**src/rtl/qspi_pkg.sv**
```systemverilog
// Shared definitions for the QSPI memory responder:
// FSM state encoding, default commands and address width.
package qspi_pkg;

    localparam int QSPI_AW = 24;

    localparam logic [7:0] QSPI_CMD_READ  = 8'hEB;
    localparam logic [7:0] QSPI_CMD_WRITE = 8'h38;

    typedef enum logic [2:0] {
        ST_IDLE,
        ST_CMD,
        ST_ADDR,
        ST_DUMMY,
        ST_RDATA,
        ST_WDATA,
        ST_IGNORE
    } qspi_state_e;

endpackage

```
**src/rtl/qspi_sync_edge.sv**
```systemverilog
// Two-flop synchroniser for an asynchronous bit plus
// single-cycle rise/fall pulses on the synchronised level.
module qspi_sync_edge
    import qspi_pkg::*;
(
    input  logic clk_i,
    input  logic rst_i,
    input  logic d_i,
    output logic rise_o,
    output logic fall_o
);

    logic [2:0] s_q;

    always_ff @(posedge clk_i) begin
        if (rst_i) begin
            s_q <= '0;
        end else begin
            s_q <= {s_q[1:0], d_i};
        end
    end

    assign rise_o = s_q[1] & ~s_q[2];
    assign fall_o = ~s_q[1] & s_q[2];

endmodule

```
**src/rtl/qspi_mem_responder.sv**
```systemverilog
// QSPI memory responder: device end of the ExoTiny QSPI bus.
// Decodes quad read/write and serves bytes from a backing memory port.
module qspi_mem_responder
    import qspi_pkg::*;
#(
    parameter int         MEM_AW       = QSPI_AW,
    parameter int         DUMMY_CYCLES = 4,
    parameter logic [7:0] CMD_READ     = QSPI_CMD_READ,
    parameter logic [7:0] CMD_WRITE    = QSPI_CMD_WRITE
) (
    input  logic              clk_i,
    input  logic              rst_i,
    input  logic              cs_n_i,
    input  logic              sck_i,
    input  logic [3:0]        sd_i,
    output logic [3:0]        sd_o,
    output logic [3:0]        sd_oen_o,
    output logic              mem_req_o,
    output logic              mem_we_o,
    output logic [MEM_AW-1:0] mem_addr_o,
    output logic [7:0]        mem_wdata_o,
    input  logic [7:0]        mem_rdata_i,
    input  logic              mem_ack_i,
    output logic              err_o
);

    logic cs_rise, cs_fall, sck_rise, sck_fall;
    logic act, rise, fall, rack, avail, rd_start;
    logic [7:0]  rbyte, cmd;
    logic [23:0] adr;

    qspi_state_e state_q, state_d;
    logic [4:0]  cnt_q, cnt_d;
    logic [19:0] sh_q, sh_d;
    logic        rd_q, rd_d, nib_q, nib_d;
    logic [3:0]  hi_q, hi_d, lo_q, lo_d;
    logic [7:0]  buf_q, buf_d, wd_q, wd_d;
    logic        bvld_q, bvld_d, pend_q, pend_d, drop_q, drop_d;
    logic [MEM_AW-1:0] addr_q, addr_d, maddr_q, maddr_d;
    logic        req_q, req_d, we_q, we_d, err_q, err_d;
    logic [3:0]  sdo_q, sdo_d, oen_q, oen_d;
    logic [3:0]  sd_m_q, sd_s_q;

    qspi_sync_edge u_cs_sync (
        .clk_i  (clk_i),
        .rst_i  (rst_i),
        .d_i    (cs_n_i),
        .rise_o (cs_rise),
        .fall_o (cs_fall)
    );

    qspi_sync_edge u_sck_sync (
        .clk_i  (clk_i),
        .rst_i  (rst_i),
        .d_i    (sck_i),
        .rise_o (sck_rise),
        .fall_o (sck_fall)
    );

    // sck edges only count once a transfer has been opened by cs_n falling
    assign act   = (state_q != ST_IDLE);
    assign rise  = sck_rise & act;
    assign fall  = sck_fall & act;
    assign rack  = req_q & mem_ack_i & ~we_q & ~drop_q;
    assign avail = bvld_q | rack;
    assign rbyte = bvld_q ? buf_q : mem_rdata_i;
    assign cmd   = {sh_q[6:0], sd_s_q[0]};
    assign adr   = {sh_q, sd_s_q};

    always_comb begin
        state_d  = state_q;
        cnt_d    = cnt_q;
        sh_d     = sh_q;
        rd_d     = rd_q;
        nib_d    = nib_q;
        hi_d     = hi_q;
        lo_d     = lo_q;
        buf_d    = buf_q;
        bvld_d   = bvld_q;
        pend_d   = pend_q;
        drop_d   = drop_q;
        addr_d   = addr_q;
        maddr_d  = maddr_q;
        req_d    = req_q;
        we_d     = we_q;
        wd_d     = wd_q;
        err_d    = err_q;
        sdo_d    = sdo_q;
        oen_d    = oen_q;
        rd_start = 1'b0;

        if (req_q && mem_ack_i) begin
            req_d  = 1'b0;
            drop_d = 1'b0;
            if (rack) begin
                buf_d  = mem_rdata_i;
                bvld_d = 1'b1;
            end
        end

        unique case (state_q)
            ST_IDLE: begin
                if (cs_fall) begin
                    state_d = ST_CMD;
                    cnt_d   = '0;
                end
            end
            ST_CMD: begin
                if (rise) begin
                    sh_d  = {sh_q[18:0], sd_s_q[0]};
                    cnt_d = cnt_q + 5'd1;
                    if (cnt_q == 5'd7) begin
                        cnt_d = '0;
                        rd_d  = (cmd == CMD_READ);
                        if (cmd == CMD_READ || cmd == CMD_WRITE) begin
                            state_d = ST_ADDR;
                        end else begin
                            state_d = ST_IGNORE;
                        end
                    end
                end
            end
            ST_ADDR: begin
                if (rise) begin
                    sh_d  = {sh_q[15:0], sd_s_q};
                    cnt_d = cnt_q + 5'd1;
                    if (cnt_q == 5'd5) begin
                        cnt_d  = '0;
                        nib_d  = 1'b0;
                        addr_d = adr[MEM_AW-1:0];
                        if (rd_q) begin
                            rd_start = 1'b1;
                            state_d  = (DUMMY_CYCLES == 0) ? ST_RDATA : ST_DUMMY;
                        end else begin
                            state_d = ST_WDATA;
                        end
                    end
                end
            end
            ST_DUMMY: begin
                if (rise) begin
                    cnt_d = cnt_q + 5'd1;
                    if (cnt_q == 5'(DUMMY_CYCLES - 1)) begin
                        cnt_d   = '0;
                        state_d = ST_RDATA;
                    end
                end
            end
            ST_RDATA: begin
                if (fall) begin
                    oen_d = 4'hF;
                    nib_d = ~nib_q;
                    if (nib_q) begin
                        sdo_d = lo_q;
                    end else if (avail) begin
                        sdo_d    = rbyte[7:4];
                        lo_d     = rbyte[3:0];
                        bvld_d   = 1'b0;
                        rd_start = 1'b1;
                    end else begin
                        sdo_d = '0;
                        lo_d  = '0;
                        err_d = 1'b1;
                    end
                end
            end
            ST_WDATA: begin
                if (rise) begin
                    nib_d = ~nib_q;
                    if (!nib_q) begin
                        hi_d = sd_s_q;
                    end else if (req_q) begin
                        err_d = 1'b1;
                    end else begin
                        req_d   = 1'b1;
                        we_d    = 1'b1;
                        maddr_d = addr_q;
                        wd_d    = {hi_q, sd_s_q};
                        addr_d  = addr_q + MEM_AW'(1);
                    end
                end
            end
            default: begin
            end
        endcase

        // reads wait here while a previous request is still in flight
        if (pend_q || rd_start) begin
            if (!req_q) begin
                req_d   = 1'b1;
                we_d    = 1'b0;
                maddr_d = addr_d;
                addr_d  = addr_d + MEM_AW'(1);
                pend_d  = 1'b0;
            end else begin
                pend_d = 1'b1;
            end
        end

        if (cs_rise) begin
            state_d = ST_IDLE;
            oen_d   = '0;
            sdo_d   = '0;
            pend_d  = 1'b0;
            bvld_d  = 1'b0;
            nib_d   = 1'b0;
            if (!req_q) begin
                req_d = 1'b0;
            end
            if (req_q && !mem_ack_i && !we_q) begin
                drop_d = 1'b1;
            end
        end
    end

    always_ff @(posedge clk_i) begin
        if (rst_i) begin
            state_q <= ST_IDLE;
            cnt_q   <= '0;
            sh_q    <= '0;
            rd_q    <= 1'b0;
            nib_q   <= 1'b0;
            hi_q    <= '0;
            lo_q    <= '0;
            buf_q   <= '0;
            bvld_q  <= 1'b0;
            pend_q  <= 1'b0;
            drop_q  <= 1'b0;
            addr_q  <= '0;
            maddr_q <= '0;
            req_q   <= 1'b0;
            we_q    <= 1'b0;
            wd_q    <= '0;
            err_q   <= 1'b0;
            sdo_q   <= '0;
            oen_q   <= '0;
            sd_m_q  <= '0;
            sd_s_q  <= '0;
        end else begin
            state_q <= state_d;
            cnt_q   <= cnt_d;
            sh_q    <= sh_d;
            rd_q    <= rd_d;
            nib_q   <= nib_d;
            hi_q    <= hi_d;
            lo_q    <= lo_d;
            buf_q   <= buf_d;
            bvld_q  <= bvld_d;
            pend_q  <= pend_d;
            drop_q  <= drop_d;
            addr_q  <= addr_d;
            maddr_q <= maddr_d;
            req_q   <= req_d;
            we_q    <= we_d;
            wd_q    <= wd_d;
            err_q   <= err_d;
            sdo_q   <= sdo_d;
            oen_q   <= oen_d;
            sd_m_q  <= sd_i;
            sd_s_q  <= sd_m_q;
        end
    end

    assign sd_o        = sdo_q;
    assign sd_oen_o    = oen_q;
    assign mem_req_o   = req_q;
    assign mem_we_o    = we_q;
    assign mem_addr_o  = maddr_q;
    assign mem_wdata_o = wd_q;
    assign err_o       = err_q;

endmodule

```
**config.mk**
```make
export PLATFORM = sky130hd
export DESIGN_NAME = qspi_mem_responder
export DESIGN_NICKNAME = d
export VERILOG_FILES = /design/src/rtl/qspi_pkg.sv /design/src/rtl/qspi_sync_edge.sv /design/src/rtl/qspi_mem_responder.sv
export SDC_FILE = /design/constraint.sdc
export NUM_CORES = 1
export LEC_CHECK = 0
export CAP_MARGIN = 20
export CORE_ASPECT_RATIO = 1.4
export CORE_MARGIN = 8
export CORE_UTILIZATION = 45
export CTS_BUF_LIST = sky130_fd_sc_hd__clkbuf_4
export DETAILED_ROUTE_END_ITERATION = 10
export GPL_ROUTABILITY_DRIVEN = 0
export GPL_TIMING_DRIVEN = 0
export PLACE_DENSITY = 0.73
export SYNTH_ARGS = -nofsm -noshare
export SYNTH_HDL_FRONTEND = slang
export SYNTH_SLANG_ARGS = --single-unit
```
**constraint.sdc**
```tcl
create_clock -name clk_i -period 4.53 [get_ports clk_i]
set_input_delay 0.906 -clock clk_i [delete_from_list [all_inputs] [get_ports clk_i]]
set_output_delay 0.906 -clock clk_i [all_outputs]
set_load 0.005 [all_outputs]
```
==> results.yml, run 1 <==
run_status:
  outcome: "completed"
floorplanning:
  initial_utilization_pct: 45.6
  die-width_um: 120
  io_pins: 60
  core.rowCount: 53
  core_sq_mm: 0.0149
  die_h_um: 161
  dieArea_sq_mm: 0.0193
placed_design:
  port-buffer-count: 58
  dp_hpwl_um: 15100
clock_tree:
  clk_latency_ps: 570
  cts_resized: 0
  htreeDepth: 4
  holdBufCountCts: 0
  cts_tree: "built"
  cts_buffer_depth: 2
  clock-sinks: 127
  cts_setup_buffers: 0
  cts.clk_slew.worst_paths_ps: 130
  cts-root-buf: "clkbuf_4"
  cts_buffers: 17
yosys:
  ys_ff_latch: 127
  synth_area_per_cell_sq_um: 8.01
  synth_edf_count: 0
  synth_fp_nets: 867
  synthAdderAreaFrac_pct: 0.739
  synth.distinct_cells: 84
  synth_compound_area_share_pct: 20.7
  muxShareOfSynthArea_pct: 1.48
  synth-seq-area-share_pct: 37.5
  synth_top_family_by_area: "simple AND/OR/NAND/NOR gates"
  synth_area_sq_mm: 0.00677
  ys_async_sr_fraction_pct: 0
  synthSimpleGateAreaFrac_pct: 33.0
  synth_xor_area_share_pct: 1.68
  ys.flop_type: "dfxtp_1"
  ys.warnings.count: 0
  postSynthCellCount: 846
worst_setup_path:
  reg2reg_slack_ps: 790
  crit_path_max_incr_delay_ps: 890
  cp_max_fo: 10
  critPathKind: "flop to flop"
  startpoint: "state_q[1]$_SDFFE_PP0P_"
  r2r_end: "addr_q[22]$_SDFF_PP0_"
  crit_chain: "or3b_4 -> buf_2 -> o31ai_1 -> a21oi_1 -> a21oi_1 -> nor4b_2 -> nand4_2 -> o31ai_1 -> nor3b_1"
  cp_data_arrival_time_ps: 4190
  crit_end: "addr_q[22]$_SDFF_PP0_"
  end_kind: "flop"
  r2r_cells: 9
  cp.required_ps: 4980
  cp-start-kind: "flop"
  timing.rr.start: "state_q[1]$_SDFFE_PP0P_"
  slowest_stage: "o31ai_1"
routing:
  wl_per_cell_um: 18.0
  route.detailed.drc: 0
  drt_first_pass_iters: 7
  via_per_inst: 5.93
  drt_iter0_markers: 462
  ant_nets: 0
  drt-total-wl_um: 20400
  vias: 6717
pwr:
  p_leak_nw: 2.67
  vdd_ir_drop_max_mv: 0.211
  p_per_area_mw_per_mm2: 267
global_route:
  first_global_vias: 6511
  grt_pass1_wl_um: 32700
  grt_max_degree: 17
  grt.overflow.total: 0
  antenna_found_initial: 1
  grt_util_all_layers_pct: 21.1
timing:
  slew_headroom_pct: 29.2
  setup_viol: 0
  final.period_utilization_pct: 82.6
  rsz0062_at_grt: "false"
  fin_crit_ps: 3740
  hold_viol: 0
  hold_ws_ps: 457
  fmax_mhz: 267
  fin_tns_setup_ps: 0
  worstMarginPinSlew_ps: 1050
  report.final.slew_viol_count: 0
  skew_ps: 15.0
hold_path:
  hp-class: "flop to flop"
layout:
  nNetsFinal: 945
  fill_cells: 1469
  area_growth_pct: 17.3
  drive_gt1_share_pct: 9.82
run:
  cap_violations: 0
==> placed cells by master (no fill, tap or decap), types with 11 or more instances in the layout <==
cell type,n
a211oi_1,16
clkdlybuf4s50_1,58
and3_1,17
nand3_1,22
nor2_1,95
inv_1,13
nand2_1,148
nand4_1,11
clkbuf_4,17
o21ai_0,28
nor2b_1,25
a311oi_1,32
a21oi_1,48
nor3_1,27
dfxtp_1,127
clkbuf_1,41
==> stage by stage <==
stage	utilization (%)	worst slack, ps	cell area, sq um	instances	power (mW)
finish	53.5	789	7950	1133	2.12
global route	53.5	630	7950	1133	2.19
CTS	53.4	867	7930	1128	2.12
detailed placement	51.1	889	7590	1096	1.22
global placement	51.1	849	7590	1096	1.22
floorplan	-	1610	6770	846	1.19
==> power breakdown <==
part	switching [mW]	internal (mW)	total [mW]	leakage (nW)
Clock	0.479	0.446	0.925	0.174
Sequential	0.00733	1.12	1.13	1.03
Combinational	0.0423	0.0245	0.0668	1.47
Total	0.528	1.59	2.12	2.67
==> cells by family (layout without fill, tap and decap cells) <==
family	count (synthesis)	count (layout)
and+or+nand+nor	424	424
AOI/OAI and AO/OA	194	194
DFF	127	127
buffers and inverters	74	165
xor gates and xnor gates	13	13
muxes	10	10
adders and majority gates	4	4
other	0	4
==> worst min path at each step <==
stage,startpoint,end,cells past startpoint
after global placement,sd_m_q[0]$_SDFF_PP0_,sd_s_q[0]$_SDFF_PP0_,1
after detailed placement,sd_m_q[1]$_SDFF_PP0_,sd_s_q[1]$_SDFF_PP0_,1
after CTS,sd_m_q[1]$_SDFF_PP0_,sd_s_q[1]$_SDFF_PP0_,1
after global routing,sd_m_q[2]$_SDFF_PP0_,sd_s_q[2]$_SDFF_PP0_,1
final,sd_m_q[1]$_SDFF_PP0_,sd_s_q[1]$_SDFF_PP0_,1
after floorplan,sd_m_q[0]$_SDFF_PP0_,sd_s_q[0]$_SDFF_PP0_,1
==> flip-flops by register name, indices dropped and copies added (netlist names), 5 cells and up <==
register and flops:
mem_wdata_o 8, addr_q 24, buf_q 8, mem_addr_o 24
sh_q 20, cnt_q 5
==> area by class of cell <==
| cell class | instances | area [sq um] | area share [%] |
|---|---|---|---|
| Inverter | 13 | 48.8 | 0.614 |
| Sequential cell | 127 | 2540 | 32.0 |
| Multi-Input combinational cell | 645 | 3890 | 49.0 |
| Buffer | 61 | 288 | 3.62 |
| Timing Repair Buffer | 59 | 586 | 7.37 |
| Tap cell | 192 | 240 | 3.02 |
| Clock buffer | 17 | 128 | 1.61 |
| Clock inverter | 15 | 210 | 2.64 |
| Antenna cell | 4 | 10.0 | 0.126 |
==> routing by layer <==
metal  global-route usage [%]  routed length (um)  vias up
li1                         -                   -     3214
met5                        0                   0        -
met2                     35.4                9980      254
met1                     23.2                8040     3180
met4                     15.1                1100        0
met3                     4.65                1240       69
==> worst max-delay path: cells and delay by family, from the launching register on <==
kind	cells	cell delay, ps
AO/OA/AOI/OAI	4	1760
buffers and inverters	1	210
flip-flops	1	520
AND/OR/NAND/NOR	4	1110
==> Yosys cell counts (all sizes together) (3+ instances only) <==
cell type | count | area (sq um)
a211oi | 18 | 145
a21o | 4 | 30.0
a21oi | 50 | 258
a22oi | 3 | 22.5
a311oi | 32 | 280
a31oi | 6 | 43.8
a32o | 4 | 51.3
and2 | 5 | 31.3
and3 | 18 | 118
and4 | 3 | 26.3
buf | 19 | 129
clkbuf | 42 | 159
dfxtp | 127 | 2540
ha | 4 | 50.1
inv | 13 | 48.8
mux2i | 10 | 100
nand2 | 149 | 562
nand2b | 7 | 51.3
nand3 | 23 | 120
nand3b | 4 | 42.5
nand4 | 14 | 115
nand4bb | 3 | 50.1
nor2 | 95 | 357
nor2b | 25 | 156
nor3 | 31 | 188
nor3b | 5 | 48.8
nor4 | 11 | 120
o211a | 3 | 30.0
o211ai | 10 | 80.1
o21a | 7 | 52.6
o21ai | 28 | 140
o22ai | 3 | 38.8
o311ai | 3 | 26.3
o31a | 4 | 35.0
o31ai | 5 | 37.5
or2 | 8 | 50.1
or3 | 9 | 56.3
or4 | 3 | 22.5
or4b | 3 | 30.0
xnor2 | 10 | 87.6
xor2 | 3 | 26.3
No activity file was read; power rests on OpenSTA's default activity.
==> run 2, diff against run 1 <==
==> constraint.sdc (replaced) <==
create_clock -name clk_i -period 3.5 [get_ports clk_i]
set_input_delay 0.7 -clock clk_i [delete_from_list [all_inputs] [get_ports clk_i]]
set_output_delay 0.7 -clock clk_i [all_outputs]
set_load 0.005 [all_outputs]
==> run 2 against run 1 <==
Compared with the run above:
- fmax is 11% higher
- first-iteration DRC count is 8.9% higher
- count of clock-buffer cells in the layout stayed put
- die area stayed put
- cell count is 0.26% higher
- worst setup slack worse by 650 ps
- sequential power is 29% higher
- hold slack hardly changed
- wire length is 0.27% higher
==> results.yml, run 2 (same netlist as run 1, synthesis figures left out) <==
floorplanning:
  core.rowCount: 53
  initial_utilization_pct: 45.6
  dieArea_sq_mm: 0.0193
  die_h_um: 161
  io_pins: 60
  core_sq_mm: 0.0149
  die-width_um: 120
clock_tree:
  cts-root-buf: "clkbuf_4"
  cts_buffer_depth: 2
  htreeDepth: 4
  clock-sinks: 127
  clk_latency_ps: 570
  cts.clk_slew.worst_paths_ps: 120
  holdBufCountCts: 0
  cts_tree: "built"
  cts_buffers: 17
run:
  cap_violations: 0
timing:
  skew_ps: 15.3
  fin_crit_ps: 3360
  setup_viol: 0
  hold_viol: 0
  fmax_mhz: 298
  fin_tns_setup_ps: 0
  slew_headroom_pct: 43.1
  worstMarginPinSlew_ps: 854
  rsz0062_at_grt: "true"
  final.period_utilization_pct: 96.0
  report.final.slew_viol_count: 0
worst_setup_path:
  slowest_stage: "or4b_1"
  crit_chain: "nor2b_1 -> clkbuf_1 -> nand3_2 -> o32ai_1 -> o22ai_2 -> nor4_4 -> nand4_4 -> or4b_1 -> nand2_1"
  end_kind: "flop"
  cp-start-kind: "flop"
  cp_max_fo: 10
  path_buf_inv: 1
  cp_data_arrival_time_ps: 3880
  cp.required_ps: 4020
  crit_path_max_incr_delay_ps: 560
  critPathKind: "flop to flop"
  critPathTopFamily: "simple AND/OR/NAND/NOR gates"
hold_path:
  hp-class: "flop to flop"
placed_design:
  port-buffer-count: 58
  dp_hpwl_um: 15100
global_route:
  antenna_found_initial: 1
  first_global_vias: 6518
  grt.overflow.total: 0
  grt_pass1_wl_um: 32700
  grt_util_all_layers_pct: 21.2
  grt_max_degree: 17
pwr:
  p_leak_nw: 2.71
  p_per_area_mw_per_mm2: 342
  vdd_ir_drop_max_mv: 0.273
routing:
  wl_per_cell_um: 18.0
  vias: 6710
  route.detailed.drc: 0
  via_per_inst: 5.91
  drt-total-wl_um: 20400
  drt_iter0_markers: 503
  drt_first_pass_iters: 5
  ant_nets: 0
run_status:
  outcome: "completed"
layout:
  drive_gt1_share_pct: 10.4
  post-route-util_pct: 53.9
  mostFrequentLayoutCells: "148 x nand2_1, 127 x dfxtp_1, 95 x nor2_1"
  final_common_cell: "nand2_1"
  nNetsFinal: 947
  area_growth_pct: 18.2
run 2: changes by cell type in the layout (fill, tap and decap cells not counted), sizes merged:
cell,delta
clkbuf,-1
buf,+3
diode,+1
run 2: repair_timing:
item,in CTS,in global routing
endpoints found under the setup margin,6,10
setup buffers,0,3
pin swaps,0,2
gates resized for setup,2,4
run 2: worst register-to-register path: cells and delay by family, from the launching register on:
| family | cells | cell delay (ps) |
|---|---|---|
| compound gates | 2 | 520 |
| flops | 1 | 510 |
| simple gates | 6 | 1970 |
| buf+inv | 1 | 330 |
run 2: worst paths after layout:
| check | from | end | slack, ps | cells past startpoint |
|---|---|---|---|---|
| worst max-delay path | u_sck_sync.s_q[1]$_SDFF_PP0_ | addr_q[23]$_SDFF_PP0_ | 140 | 9 |
| worst min-delay path | sd_m_q[1]$_SDFF_PP0_ | sd_s_q[1]$_SDFF_PP0_ | 460 | 1 |
| worst min register to register | sd_m_q[1]$_SDFF_PP0_ | sd_s_q[1]$_SDFF_PP0_ | 460 | 1 |
| worst max register to register | u_sck_sync.s_q[1]$_SDFF_PP0_ | addr_q[23]$_SDFF_PP0_ | 140 | 9 |
run 2: area by class of cell:
type                            count  area, sq um
Antenna cell                        5         12.5
Buffer                             60          284
Clock buffer                       17          128
Clock inverter                     15          210
Fill cell                        1464         6850
Inverter                           13         48.8
Multi-Input combinational cell    645         3930
Sequential cell                   127         2540
Tap cell                          192          240
Timing Repair Buffer               62          608
run 2: metrics by stage:
stage	instances	hold slack (ps)	power (mW)	area, sq um	setup WS, ps
floorplan	846	414	1.54	6770	581
global placement	1096	417	1.58	7590	-181
detailed placement	1096	431	1.58	7590	-141
CTS	1128	459	2.75	7940	45.2
global route	1136	478	2.83	8010	-35.0
finish	1136	457	2.74	8010	140
run 2: power breakdown:
group | switching (mW) | internal, mW | total (mW)
logic | 0.0548 | 0.0317 | 0.0865
clock network | 0.613 | 0.577 | 1.19
registers | 0.00949 | 1.45 | 1.46
total | 0.677 | 2.06 | 2.74
run 2: per-layer routing:
| metal | GRT usage, % | share of wire [%] | vias up |
|---|---|---|---|
| met5 | 0 | 0 | - |
| met4 | 15.1 | 5.9 | 0 |
| met3 | 4.65 | 6.5 | 78 |
| met2 | 35.4 | 49 | 261 |
| met1 | 23.2 | 39 | 3155 |
| li1 | - | - | 3216 |
==> run 3, diff against run 2 <==
--- a/config.mk
+++ b/config.mk
@@ -11,9 +11,9 @@
 export CORE_UTILIZATION = 45
 export CTS_BUF_LIST = sky130_fd_sc_hd__clkbuf_4
 export DETAILED_ROUTE_END_ITERATION = 10
-export GPL_ROUTABILITY_DRIVEN = 0
 export GPL_TIMING_DRIVEN = 0
 export PLACE_DENSITY = 0.73
+export SETUP_SLACK_MARGIN = 0.1
 export SYNTH_ARGS = -nofsm -noshare
 export SYNTH_HDL_FRONTEND = slang
 export SYNTH_SLANG_ARGS = --single-unit
==> run 3 against run 2 <==
Compared with the run above:
- non-clock buffer count up 3
- cell area about the same
- register-to-register slack better by 130 ps
- critical path type unchanged
- core utilization about the same
- global-route usage up 0.35 points
- wire length up 1.2%
- count of clock-buffer cells in the layout up 1
- first-iteration DRC count up 3.2%
==> results.yml, run 3 (same netlist as run 1, synthesis figures left out) <==
run_status:
  outcome: "completed"
clock_tree:
  clk_latency_ps: 570
  cts_buffer_depth: 2
  cts.clk_slew.worst_paths_ps: 130
  cts-root-buf: "clkbuf_4"
  cts_buffers: 17
  holdBufCountCts: 0
  htreeDepth: 4
  clock-sinks: 127
  cts_tree: "built"
floorplanning:
  core.rowCount: 53
  die-width_um: 120
  io_pins: 60
  die_h_um: 161
  initial_utilization_pct: 45.6
  core_sq_mm: 0.0149
  dieArea_sq_mm: 0.0193
global_route:
  grt_pass1_wl_um: 33000
  grt_max_degree: 17
  grt_util_all_layers_pct: 21.5
  antenna_found_initial: 1
  first_global_vias: 6369
  grt.overflow.total: 0
routing:
  wl_per_cell_um: 18.2
  route.detailed.drc: 0
  drt_first_pass_iters: 5
  drt_iter0_markers: 519
  vias: 6739
  via_per_inst: 5.94
  ant_nets: 0
  drt-total-wl_um: 20700
worst_setup_path:
  cp.required_ps: 4030
  cp_max_fo: 10
  critPathTopFamily: "simple AND/OR/NAND/NOR gates"
  cp-start-kind: "flop"
  crit_top_cell: "nand2_1"
  crit_chain: "ha_2 -> nand2_1 -> nor4_4 -> nand2_2 -> or3_1 -> and3_4 -> or4_1 -> buf_2 -> or4b_1 -> nand2_1"
  cp_data_arrival_time_ps: 3760
  critPathKind: "flop to flop"
  path_buf_inv: 1
  slowest_stage: "or4b_1"
  crit_path_max_incr_delay_ps: 520
  end_kind: "flop"
timing:
  fin_crit_ps: 3230
  hold_ws_ps: 434
  setup_viol: 0
  fmax_mhz: 309
  rsz0062_at_grt: "true"
  slew_headroom_pct: 44.9
  report.final.slew_viol_count: 0
  final.period_utilization_pct: 92.4
  worstMarginPinSlew_ps: 827
  skew_ps: 22.8
  hold_viol: 0
layout:
  nNetsFinal: 950
  fill_cells: 1447
  mostFrequentLayoutCells: "148 x nand2_1, 127 x dfxtp_1, 95 x nor2_1"
  final_common_cell: "nand2_1"
  area_growth_pct: 18.2
  drive_gt1_share_pct: 11.2
  design_area_sq_mm: 0.00800
pwr:
  p_leak_nw: 2.70
  vdd_ir_drop_max_mv: 0.346
  p_per_area_mw_per_mm2: 324
hold_path:
  hp-class: "flop to flop"
run:
  cap_violations: 0
placed_design:
  dp_hpwl_um: 15300
  gp_congestion: 0.969
  port-buffer-count: 58
  dpl_cell_area_sq_mm: 0.00759
run 3: cell count changes in the layout (fill, tap and decap cells not counted), moves of 3 or more:
cell      previous run  this run
clkbuf_2             1         5
clkinv_4             4         0
diode_2              5         1
inv_6                4         0
clkbuf_1            40        37
clkinv_2             1         4
run 3: routing by layer:
layer / GRT usage [%] / vias up / part of all wire (%) / wire [um]
met5: 0 / - / 0 / 0
met4: 12.4 / 0 / 5.2 / 1080
met3: 5.13 / 87 / 6.1 / 1260
met1: 23.5 / 3173 / 39 / 8150
met2: 37.2 / 258 / 49 / 10200
li1: - / 3221 / - / -
run 3: where the power goes:
group / total, mW / switching (mW) / internal, mW / leakage (nW)
clock: 1.05 / 0.560 / 0.487 / 0.145
sequential: 1.46 / 0.00969 / 1.45 / 1.03
combinational: 0.0870 / 0.0551 / 0.0319 / 1.53
total: 2.60 / 0.625 / 1.97 / 2.70
run 3: area by class of cell:
| type | count | area, sq um | area share [%] |
|---|---|---|---|
| multi-input cells | 645 | 3970 | 49.6 |
| flip-flops and latches | 127 | 2540 | 31.8 |
| repair buffers | 64 | 623 | 7.78 |
| plain buffers | 61 | 293 | 3.66 |
| well taps | 192 | 240 | 3.00 |
| clock inverters | 13 | 148 | 1.84 |
| clock buffers | 18 | 135 | 1.69 |
| inverters | 13 | 48.8 | 0.610 |
| diodes | 1 | 2.50 | 0.0313 |
run 3: what timing repair did:
action,CTS,global route
pin swaps,0,5
endpoints found under the setup margin,8,10
endpoints found under the hold margin,0,0
buffers inserted,0,5
resized for setup,5,16
cloned,0,0
run 3: per-stage QoR:
stage / cells / setup WS, ps / total power [mW] / utilization, % / setup TNS (ps)
final: 1134 / 266 / 2.60 / 53.9 / 0
after global routing: 1134 / 76.3 / 2.69 / 53.9 / 0
after CTS: 1127 / 127 / 2.61 / 53.3 / 0
after detailed placement: 1096 / -75.1 / 1.58 / 51.1 / -117
after global placement: 1096 / -83.0 / 1.58 / 51.1 / -170
after floorplan: 846 / 581 / 1.54 / - / 0
run 3: path summary, 6_finish.rpt:
check | slack, ps | to | startpoint | cells after the start
worst max-delay path | 270 | addr_q[23]$_SDFF_PP0_ | addr_q[1]$_SDFF_PP0_ | 10
worst min-delay path | 430 | sd_s_q[2]$_SDFF_PP0_ | sd_m_q[2]$_SDFF_PP0_ | 1
worst max register to register | 270 | addr_q[23]$_SDFF_PP0_ | addr_q[1]$_SDFF_PP0_ | 10
worst min register to register | 430 | sd_s_q[2]$_SDFF_PP0_ | sd_m_q[2]$_SDFF_PP0_ | 1
